### config.mk
export PLATFORM = sky130hd
export DESIGN_NAME = sad_stim_gen_flat
export DESIGN_NICKNAME = d
export VERILOG_FILES = /design/src/rtl/sad_stim_gen_pkg.sv /design/src/rtl/sad_stim_gen_if.sv /design/src/rtl/sad_stim_gen_lfsr.sv /design/src/rtl/sad_stim_gen.sv /design/src/flat_wrapper.sv
export SDC_FILE = /design/constraint.sdc
export NUM_CORES = 1
export LEC_CHECK = 0
export BUFFER_PORTS_ARGS = -buffer_cell sky130_fd_sc_hd__buf_2
export CAP_MARGIN = 30
export CORE_MARGIN = 2
export CORE_UTILIZATION = 25
export CTS_CLUSTER_DIAMETER = 50
export DETAILED_ROUTE_END_ITERATION = 6
export GPL_ROUTABILITY_DRIVEN = 0
export SYNTH_ARGS = -nofsm -noshare
export SYNTH_HDL_FRONTEND = slang
export SYNTH_SLANG_ARGS = --single-unit
### constraint.sdc
create_clock -name clk -period 4.1 [get_ports clk]
set_input_delay 0.615 -clock clk [delete_from_list [all_inputs] [get_ports clk]]
set_output_delay 0.615 -clock clk [all_outputs]
set_load 0.02 [all_outputs]
### src/rtl/sad_stim_gen_pkg.sv
// Shared types, LFSR geometry and step function for the SAD stimulus generator.
package sad_pkg;

  localparam int LFSR_W = 48;

  // Feedback taps of the 48-bit Fibonacci LFSR (x^48 + x^47 + x^21 + x^20 + 1)
  localparam int TAP_A = 47;
  localparam int TAP_B = 46;
  localparam int TAP_C = 20;
  localparam int TAP_D = 19;

  localparam logic [LFSR_W-1:0] LFSR_ZERO_SUB = 48'h1;

  typedef enum logic [1:0] {
    ST_IDLE,
    ST_WARMUP,
    ST_RUN,
    ST_DONE
  } state_t;

  // One operand vector; f is the most significant byte of the LFSR state.
  typedef struct packed {
    logic [7:0] f;
    logic [7:0] e;
    logic [7:0] d;
    logic [7:0] c;
    logic [7:0] b;
    logic [7:0] a;
  } vec_t;

  function automatic logic [LFSR_W-1:0] lfsr_step(input logic [LFSR_W-1:0] s);
    return {s[LFSR_W-2:0], s[TAP_A] ^ s[TAP_B] ^ s[TAP_C] ^ s[TAP_D]};
  endfunction

endpackage

### src/rtl/sad_stim_gen_if.sv
// Control and operand bundle between the stimulus generator (master) and its sad/logger consumer (slave).
// The stall signal only exists when SAD_STIM_STALL_EN is defined.
interface sad_stim_gen_if;

  logic        start;
  logic [47:0] seed;
`ifdef SAD_STIM_STALL_EN
  logic        stall;
`endif
  logic [7:0]  a;
  logic [7:0]  b;
  logic [7:0]  c;
  logic [7:0]  d;
  logic [7:0]  e;
  logic [7:0]  f;
  logic        valid;
  logic        capture;
  logic [15:0] vec_idx;
  logic        done;

`ifdef SAD_STIM_STALL_EN
  modport master (
    input  start, seed, stall,
    output a, b, c, d, e, f, valid, capture, vec_idx, done
  );

  modport slave (
    output start, seed, stall,
    input  a, b, c, d, e, f, valid, capture, vec_idx, done
  );
`else
  modport master (
    input  start, seed,
    output a, b, c, d, e, f, valid, capture, vec_idx, done
  );

  modport slave (
    output start, seed,
    input  a, b, c, d, e, f, valid, capture, vec_idx, done
  );
`endif

endinterface

### src/rtl/sad_stim_gen_lfsr.sv
// 48-bit Fibonacci LFSR: synchronous load has priority, otherwise one step per enable.
// Load value is expected non-zero; the caller substitutes the all-zero seed.
module sad_lfsr48
  import sad_pkg::*;
(
  input  logic              clk,
  input  logic              rst,
  input  logic              load,
  input  logic [LFSR_W-1:0] load_val,
  input  logic              en,
  output logic [LFSR_W-1:0] q
);

  always_ff @(posedge clk or negedge rst) begin
    if (!rst) begin
      q <= LFSR_ZERO_SUB;
    end else if (load) begin
      q <= load_val;
    end else if (en) begin
      q <= lfsr_step(q);
    end
  end

endmodule

### src/rtl/sad_stim_gen.sv
// Seeded LFSR vector transmitter for sad: warm-up, NUM_VECTORS back-to-back vectors, capture delayed by SAD_LATENCY.
// All outputs registered; optional SAD_STIM_STALL_EN adds a stall input that pauses RUN with valid low.
module sad_stim_gen
  import sad_pkg::*;
#(
  parameter int unsigned NUM_VECTORS   = 1000,
  parameter int unsigned WARMUP_CYCLES = 5,
  parameter int unsigned SAD_LATENCY   = 1
) (
  input  logic           clk,
  input  logic           rst,
  sad_stim_gen_if.master io
);

  localparam logic [15:0] NUM_V     = 16'(NUM_VECTORS);
  localparam logic [15:0] WARM_LAST = (WARMUP_CYCLES <= 1) ? 16'd0 : 16'(WARMUP_CYCLES - 1);

  state_t             state;
  state_t             state_nx;

  logic [15:0]        warm_q;
  logic [15:0]        warm_nx;
  logic [15:0]        sent_q;
  logic [15:0]        sent_nx;
  logic [15:0]        idx_q;
  logic [15:0]        idx_nx;
  vec_t               vec_q;
  vec_t               vec_nx;
  logic               valid_q;
  logic               valid_nx;
  logic               done_q;
  logic               done_nx;
  logic [SAD_LATENCY-1:0] cap_sr;

  logic               accept;
  logic               warm_last;
  logic               all_sent;
  logic               stall_run;
  logic               emit;
  logic [LFSR_W-1:0]  lfsr_q;
  logic [LFSR_W-1:0]  lfsr_seed;

`ifdef SAD_STIM_STALL_EN
  assign stall_run = io.stall;
`else
  assign stall_run = 1'b0;
`endif

  assign accept    = io.start && ((state == ST_IDLE) || (state == ST_DONE));
  assign warm_last = (warm_q == WARM_LAST);
  assign all_sent  = (sent_q == NUM_V);
  assign lfsr_seed = (io.seed == '0) ? LFSR_ZERO_SUB : io.seed;

  // A vector is launched on the edge leaving warm-up and on every unstalled RUN edge still owing vectors.
  assign emit = ((state == ST_WARMUP) && warm_last && (NUM_V != 16'd0)) ||
                ((state == ST_RUN) && !all_sent && !stall_run);

  sad_lfsr48 u_lfsr (
    .clk      (clk),
    .rst      (rst),
    .load     (accept),
    .load_val (lfsr_seed),
    .en       (emit),
    .q        (lfsr_q)
  );

  always_ff @(posedge clk or negedge rst) begin
    if (!rst) begin
      state <= ST_IDLE;
    end else begin
      state <= state_nx;
    end
  end

  always_comb begin
    state_nx = state;
    case (state)
      ST_IDLE, ST_DONE: begin
        if (io.start) state_nx = ST_WARMUP;
      end
      ST_WARMUP: begin
        if (warm_last) state_nx = (NUM_V == 16'd0) ? ST_DONE : ST_RUN;
      end
      ST_RUN: begin
        if (all_sent) state_nx = ST_DONE;
      end
      default: state_nx = ST_IDLE;
    endcase
  end

  always_comb begin
    warm_nx  = warm_q;
    sent_nx  = sent_q;
    idx_nx   = idx_q;
    vec_nx   = vec_q;
    valid_nx = 1'b0;
    done_nx  = done_q;
    if (accept) begin
      warm_nx = '0;
      sent_nx = '0;
      idx_nx  = '0;
      vec_nx  = '0;
      done_nx = 1'b0;
    end else if (emit) begin
      vec_nx   = vec_t'(lfsr_q);
      valid_nx = 1'b1;
      idx_nx   = sent_q;
      sent_nx  = sent_q + 16'd1;
    end else if (state_nx == ST_DONE) begin
      vec_nx  = '0;
      idx_nx  = NUM_V;
      done_nx = 1'b1;
    end else if (state == ST_WARMUP) begin
      warm_nx = warm_q + 16'd1;
    end
  end

  always_ff @(posedge clk or negedge rst) begin
    if (!rst) begin
      warm_q  <= '0;
      sent_q  <= '0;
      idx_q   <= '0;
      vec_q   <= '0;
      valid_q <= 1'b0;
      done_q  <= 1'b0;
    end else begin
      warm_q  <= warm_nx;
      sent_q  <= sent_nx;
      idx_q   <= idx_nx;
      vec_q   <= vec_nx;
      valid_q <= valid_nx;
      done_q  <= done_nx;
    end
  end

  // Capture pipe is never cleared by start so the tail of the previous run still drains.
  always_ff @(posedge clk or negedge rst) begin
    if (!rst) begin
      cap_sr <= '0;
    end else begin
      for (int i = SAD_LATENCY - 1; i > 0; i--) begin
        cap_sr[i] <= cap_sr[i-1];
      end
      cap_sr[0] <= valid_q;
    end
  end

  assign io.a       = vec_q.a;
  assign io.b       = vec_q.b;
  assign io.c       = vec_q.c;
  assign io.d       = vec_q.d;
  assign io.e       = vec_q.e;
  assign io.f       = vec_q.f;
  assign io.valid   = valid_q;
  assign io.capture = cap_sr[SAD_LATENCY-1];
  assign io.vec_idx = idx_q;
  assign io.done    = done_q;

endmodule

### src/flat_wrapper.sv
// flat-port wrapper written by rule: the top's interface ports become plain ports
module sad_stim_gen_flat import sad_pkg::*;
#(
  parameter int unsigned NUM_VECTORS   = 1000,
  parameter int unsigned WARMUP_CYCLES = 5,
  parameter int unsigned SAD_LATENCY   = 1
)
  (clk, rst, io_start, io_seed, io_a, io_b, io_c, io_d, io_e, io_f, io_valid, io_capture, io_vec_idx, io_done);
  sad_stim_gen_if io_i ();
  input  logic clk;
  input  logic rst;
  input wire logic [$bits(io_i.start)-1:0] io_start;
  input wire logic [$bits(io_i.seed)-1:0] io_seed;
  output wire logic [$bits(io_i.a)-1:0] io_a;
  output wire logic [$bits(io_i.b)-1:0] io_b;
  output wire logic [$bits(io_i.c)-1:0] io_c;
  output wire logic [$bits(io_i.d)-1:0] io_d;
  output wire logic [$bits(io_i.e)-1:0] io_e;
  output wire logic [$bits(io_i.f)-1:0] io_f;
  output wire logic [$bits(io_i.valid)-1:0] io_valid;
  output wire logic [$bits(io_i.capture)-1:0] io_capture;
  output wire logic [$bits(io_i.vec_idx)-1:0] io_vec_idx;
  output wire logic [$bits(io_i.done)-1:0] io_done;
  assign io_i.start = io_start;
  assign io_i.seed = io_seed;
  assign io_a = io_i.a;
  assign io_b = io_i.b;
  assign io_c = io_i.c;
  assign io_d = io_i.d;
  assign io_e = io_i.e;
  assign io_f = io_i.f;
  assign io_valid = io_i.valid;
  assign io_capture = io_i.capture;
  assign io_vec_idx = io_i.vec_idx;
  assign io_done = io_i.done;
  sad_stim_gen #(.NUM_VECTORS(NUM_VECTORS), .WARMUP_CYCLES(WARMUP_CYCLES), .SAD_LATENCY(SAD_LATENCY)) u_core (.clk(clk), .rst(rst), .io(io_i));
endmodule
==> flow_summary.json <==
{
  "status": "finished with violations",
  "failed_checks": "DRC",
  "grt_start_max_net_pins": 97,
  "postLayoutCoreUtil_pct": 31.46,
  "power_per_cell_area_nw_per_um2": 781.0,
  "p_int_mw": 3.851,
  "post-place-ws_ns": 0.8604,
  "io_pins": 118,
  "power.share.sequential_pct": 38.4,
  "portBuffers": 117,
  "floorplan.die.height_um": 167.4,
  "number_of_placement_rows": 59,
  "filler_cell_count": 2721,
  "crit_path_end_kind": "register",
  "grt_pass1_vias": 5317,
  "synth.yosys.warnings": 0,
  "cts_buffer_depth": 2,
  "synthTopCellsByArea": "dfrtp_1 (55%), a22o_1 (7.5%), nand2_1 (6.7%), nor2_1 (4.9%), a31oi_1 (4.6%)",
  "dpl.hpwl_um": 12720,
  "cts_made_buffers": 17,
  "layout.cells.most_common": "dfrtp_1",
  "detailedRoute.firstIterationViolations": 563,
  "tritoncts": "built",
  "routed_wl_um": 18800,
  "worst_r2r_startpoint": "u_core.sent_q[0]",
  "static-leakage-power_nw": 3.854,
  "detail_route.drc_violations": 9,
  "global_route_wire_length_before_repair_um": 30280,
  "via_count": 5567,
  "yosysSeqAreaShare_pct": 55.86,
  "dp_cells": 1090,
  "fraction_of_final_layout_cells_sized_beyond_drive_strength_1_pct": 22.62,
  "dieArea_um2": 28030,
  "setup_ws_ns": 0.7421,
  "clk_root_buffer_cell": "clkbuf_16",
  "vias_per_cell": 4.962,
  "finalPower_mw": 6.421,
  "syn-num-nets": 730,
  "final_antenna_net_count": 0,
  "slew_headroom_pct": 39.33,
  "post_cts_resized": 0,
  "tightestPinTransition_ns": 0.9101,
  "worst_r2r_path_depth": 8,
  "clock_sink_count": 149,
  "synthesized_netlist_cell_count": 673,
  "synth_area_um2": 6678,
  "firstDrtPassIters": 7,
  "cp.arrival_ns": 3.67,
  "number_of_setup_buffers_added_after_cts": 0,
  "global_route.overflow_total": 0,
  "synthesis_stage_register_bit_count": 149,
  "antenna_violations_before_repair": 0,
  "setup.worst_path.start": "u_core.sent_q[0]",
  "antenna-diode-count": 0,
  "leading_cell_types_in_the_layout_fill_and_taps_excluded": "dfrtp_1 (148), nand2_1 (118), buf_2 (116)",
  "cts.hold.buffers_added": 0,
  "setup_viol": 0,
  "setup_total_negative_slack_ns": 0,
  "globalRouteTotalUtil_pct": 13.61,
  "min_period_over_period_pct": 81.90,
  "clkTransAtPathRegs_ns": 0.06,
  "vdd_ir_drop_max_mv": 0.2531,
  "synth_async_sr_flop_share_pct": 100.0,
  "average_instance_area_after_synthesis_um2": 9.922,
  "cp_data_required_time_ns": 4.41,
  "synth-edff-count": 0,
  "comb_power_share_pct": 37.2,
  "hold_viol": 0,
  "crit_fanout": 8,
  "critPathLaunchType": "register",
  "insertion_delay_ns": 0.43,
  "net-switching-power_mw": 2.570,
  "hold_path.class": "input pin to async pin",
  "synth_top_cell_by_area": "dfrtp_1",
  "clock_group_share_of_total_power_pct": 24.4,
  "final-instance-count-excl-fill": 1122,
  "final_period_minus_worst_setup_slack_ns": 3.358,
  "cts.htree.levels": 4,
  "power.switching_fraction_pct": 40.03,
  "route.detailed.wl_per_inst_um": 16.75,
  "synth-main-ff-cell": "dfrtp_1",
  "setup.worst_path.class": "register to register",
  "max_cap_violations": 0,
  "start_util_pct": 25.55,
  "maximum_achievable_frequency_ghz": 0.2978,
  "synth.distinct_cells": 50,
  "synthDominantCellAreaShare_pct": 55.46,
  "floorplan.core_area_um2": 26130,
  "slew_violations": 0,
  "area_growth_pct": 23.12,
  "rsz0062_at_grt": "false",
  "die-width_um": 167.4,
  "finalNetCount": 831,
  "skew_ns": 0.01068
}
sequential cells by signal (all words and copies together) (netlist names):
signal and cells:
u_core.io.a 8, u_core.io.c 8, u_core.io.b 8, u_core.io.f 8
u_core.io.valid 1, u_core.sent_q 16, u_core.warm_q 16, u_core.u_lfsr.q 48
u_core.io.d 8, u_core.io.vec_idx 16, u_core.io.e 8, u_core.io.done 1
u_core.state 2, u_core.io.capture 1
Yosys cell counts (2+ instances only):
master / n
a22o_1: 57
xnor2_1: 21
a31o_2: 6
inv_1: 10
nand3b_1: 2
clkbuf_1: 28
nor3_1: 16
nand4_1: 9
dfrtp_1: 148
a22oi_1: 2
nor4b_1: 4
nand2b_1: 2
nor2_1: 87
a21oi_1: 14
o22ai_1: 3
xor2_1: 2
and4_2: 2
o21ai_0: 14
and3_1: 2
nor4_1: 18
a31oi_1: 49
nand2_1: 120
buf_4: 4
nor3b_1: 2
or3_1: 3
nand3_1: 6
ha_1: 6
and2_1: 2
buf_2: 13
worst paths after layout:
| check | to | slack, ns |
|---|---|---|
| max | u_core.warm_q[10] | 0.74 |
| min | u_core.io.vec_idx[13] | 0.29 |
| max reg2reg | u_core.warm_q[10] | 0.74 |
| min reg2reg | u_core.io.capture | 0.37 |
| max in group asynchronous | u_core.u_lfsr.q[0] | 2.93 |
| min in group clk | u_core.io.capture | 0.37 |
cells by family (layout without fill, tap and decap cells):
family | count (synthesis) | after routing | share of synthesized area (%)
multiplexers | 1 | 1 | 0.1499
AO/OA/AOI/OAI | 153 | 153 | 16.75
flip-flops | 149 | 149 | 55.86
AND/OR/NAND/NOR | 285 | 285 | 19.41
adder cells (fa/ha/maj) | 6 | 6 | 1.124
buffers and inverters | 56 | 170 | 3.691
XOR/XNOR | 23 | 23 | 3.017
critical path: stages (launching register included):
cell and delay (ns):
dfrtp_1 0.42, inv_1 0.12, ha_1 0.15, or4b_4 0.47
nor4_1 0.69, a21oi_1 0.41, nor4_2 0.61, a21oi_1 0.15
a31o_2 0.23
power by group through the flow:
stage                     Clock (mW)  Combinational (mW)  Sequential, mW
after floorplan                    0                1.36            2.70
after global placement             0                2.37            2.48
after detailed placement           0                2.42            2.48
after CTS                       1.60                2.42            2.46
after global routing            1.66                2.65            2.54
final                           1.56                2.39            2.47
per-stage QoR:
step | instance area [µm²] | hold WS [ns]
2_1_floorplan | 6678 | 0.3194
4_1_cts | 8222 | 0.3244
3_3_place_gp | 7611 | 0.3565
5_1_grt | 8222 | 0.3691
6_report | 8222 | 0.2887
3_5_place_dp | 7631 | 0.3621
per-layer routing:
layer  up-vias  global-route usage (%)  routed length, µm
met5         -                       0                  0
met4         0                   3.856                181
met3        15                   2.789               1063
met2       165                   19.86               8314
met1      2774                   20.30               9236
li1       2613                       -                  -
layout make-up:
type	instances	area (µm²)	area share (%)
Clock inverter	13	147.6	1.796
Tap cell	335	419.2	5.098
Sequential cell	149	3730	45.37
Inverter	10	37.54	0.4566
Timing Repair Buffer	128	711.9	8.659
Clock buffer	19	442.9	5.387
Multi-Input combinational cell	468	2733	33.24
Power figures use the tool's default switching activity.
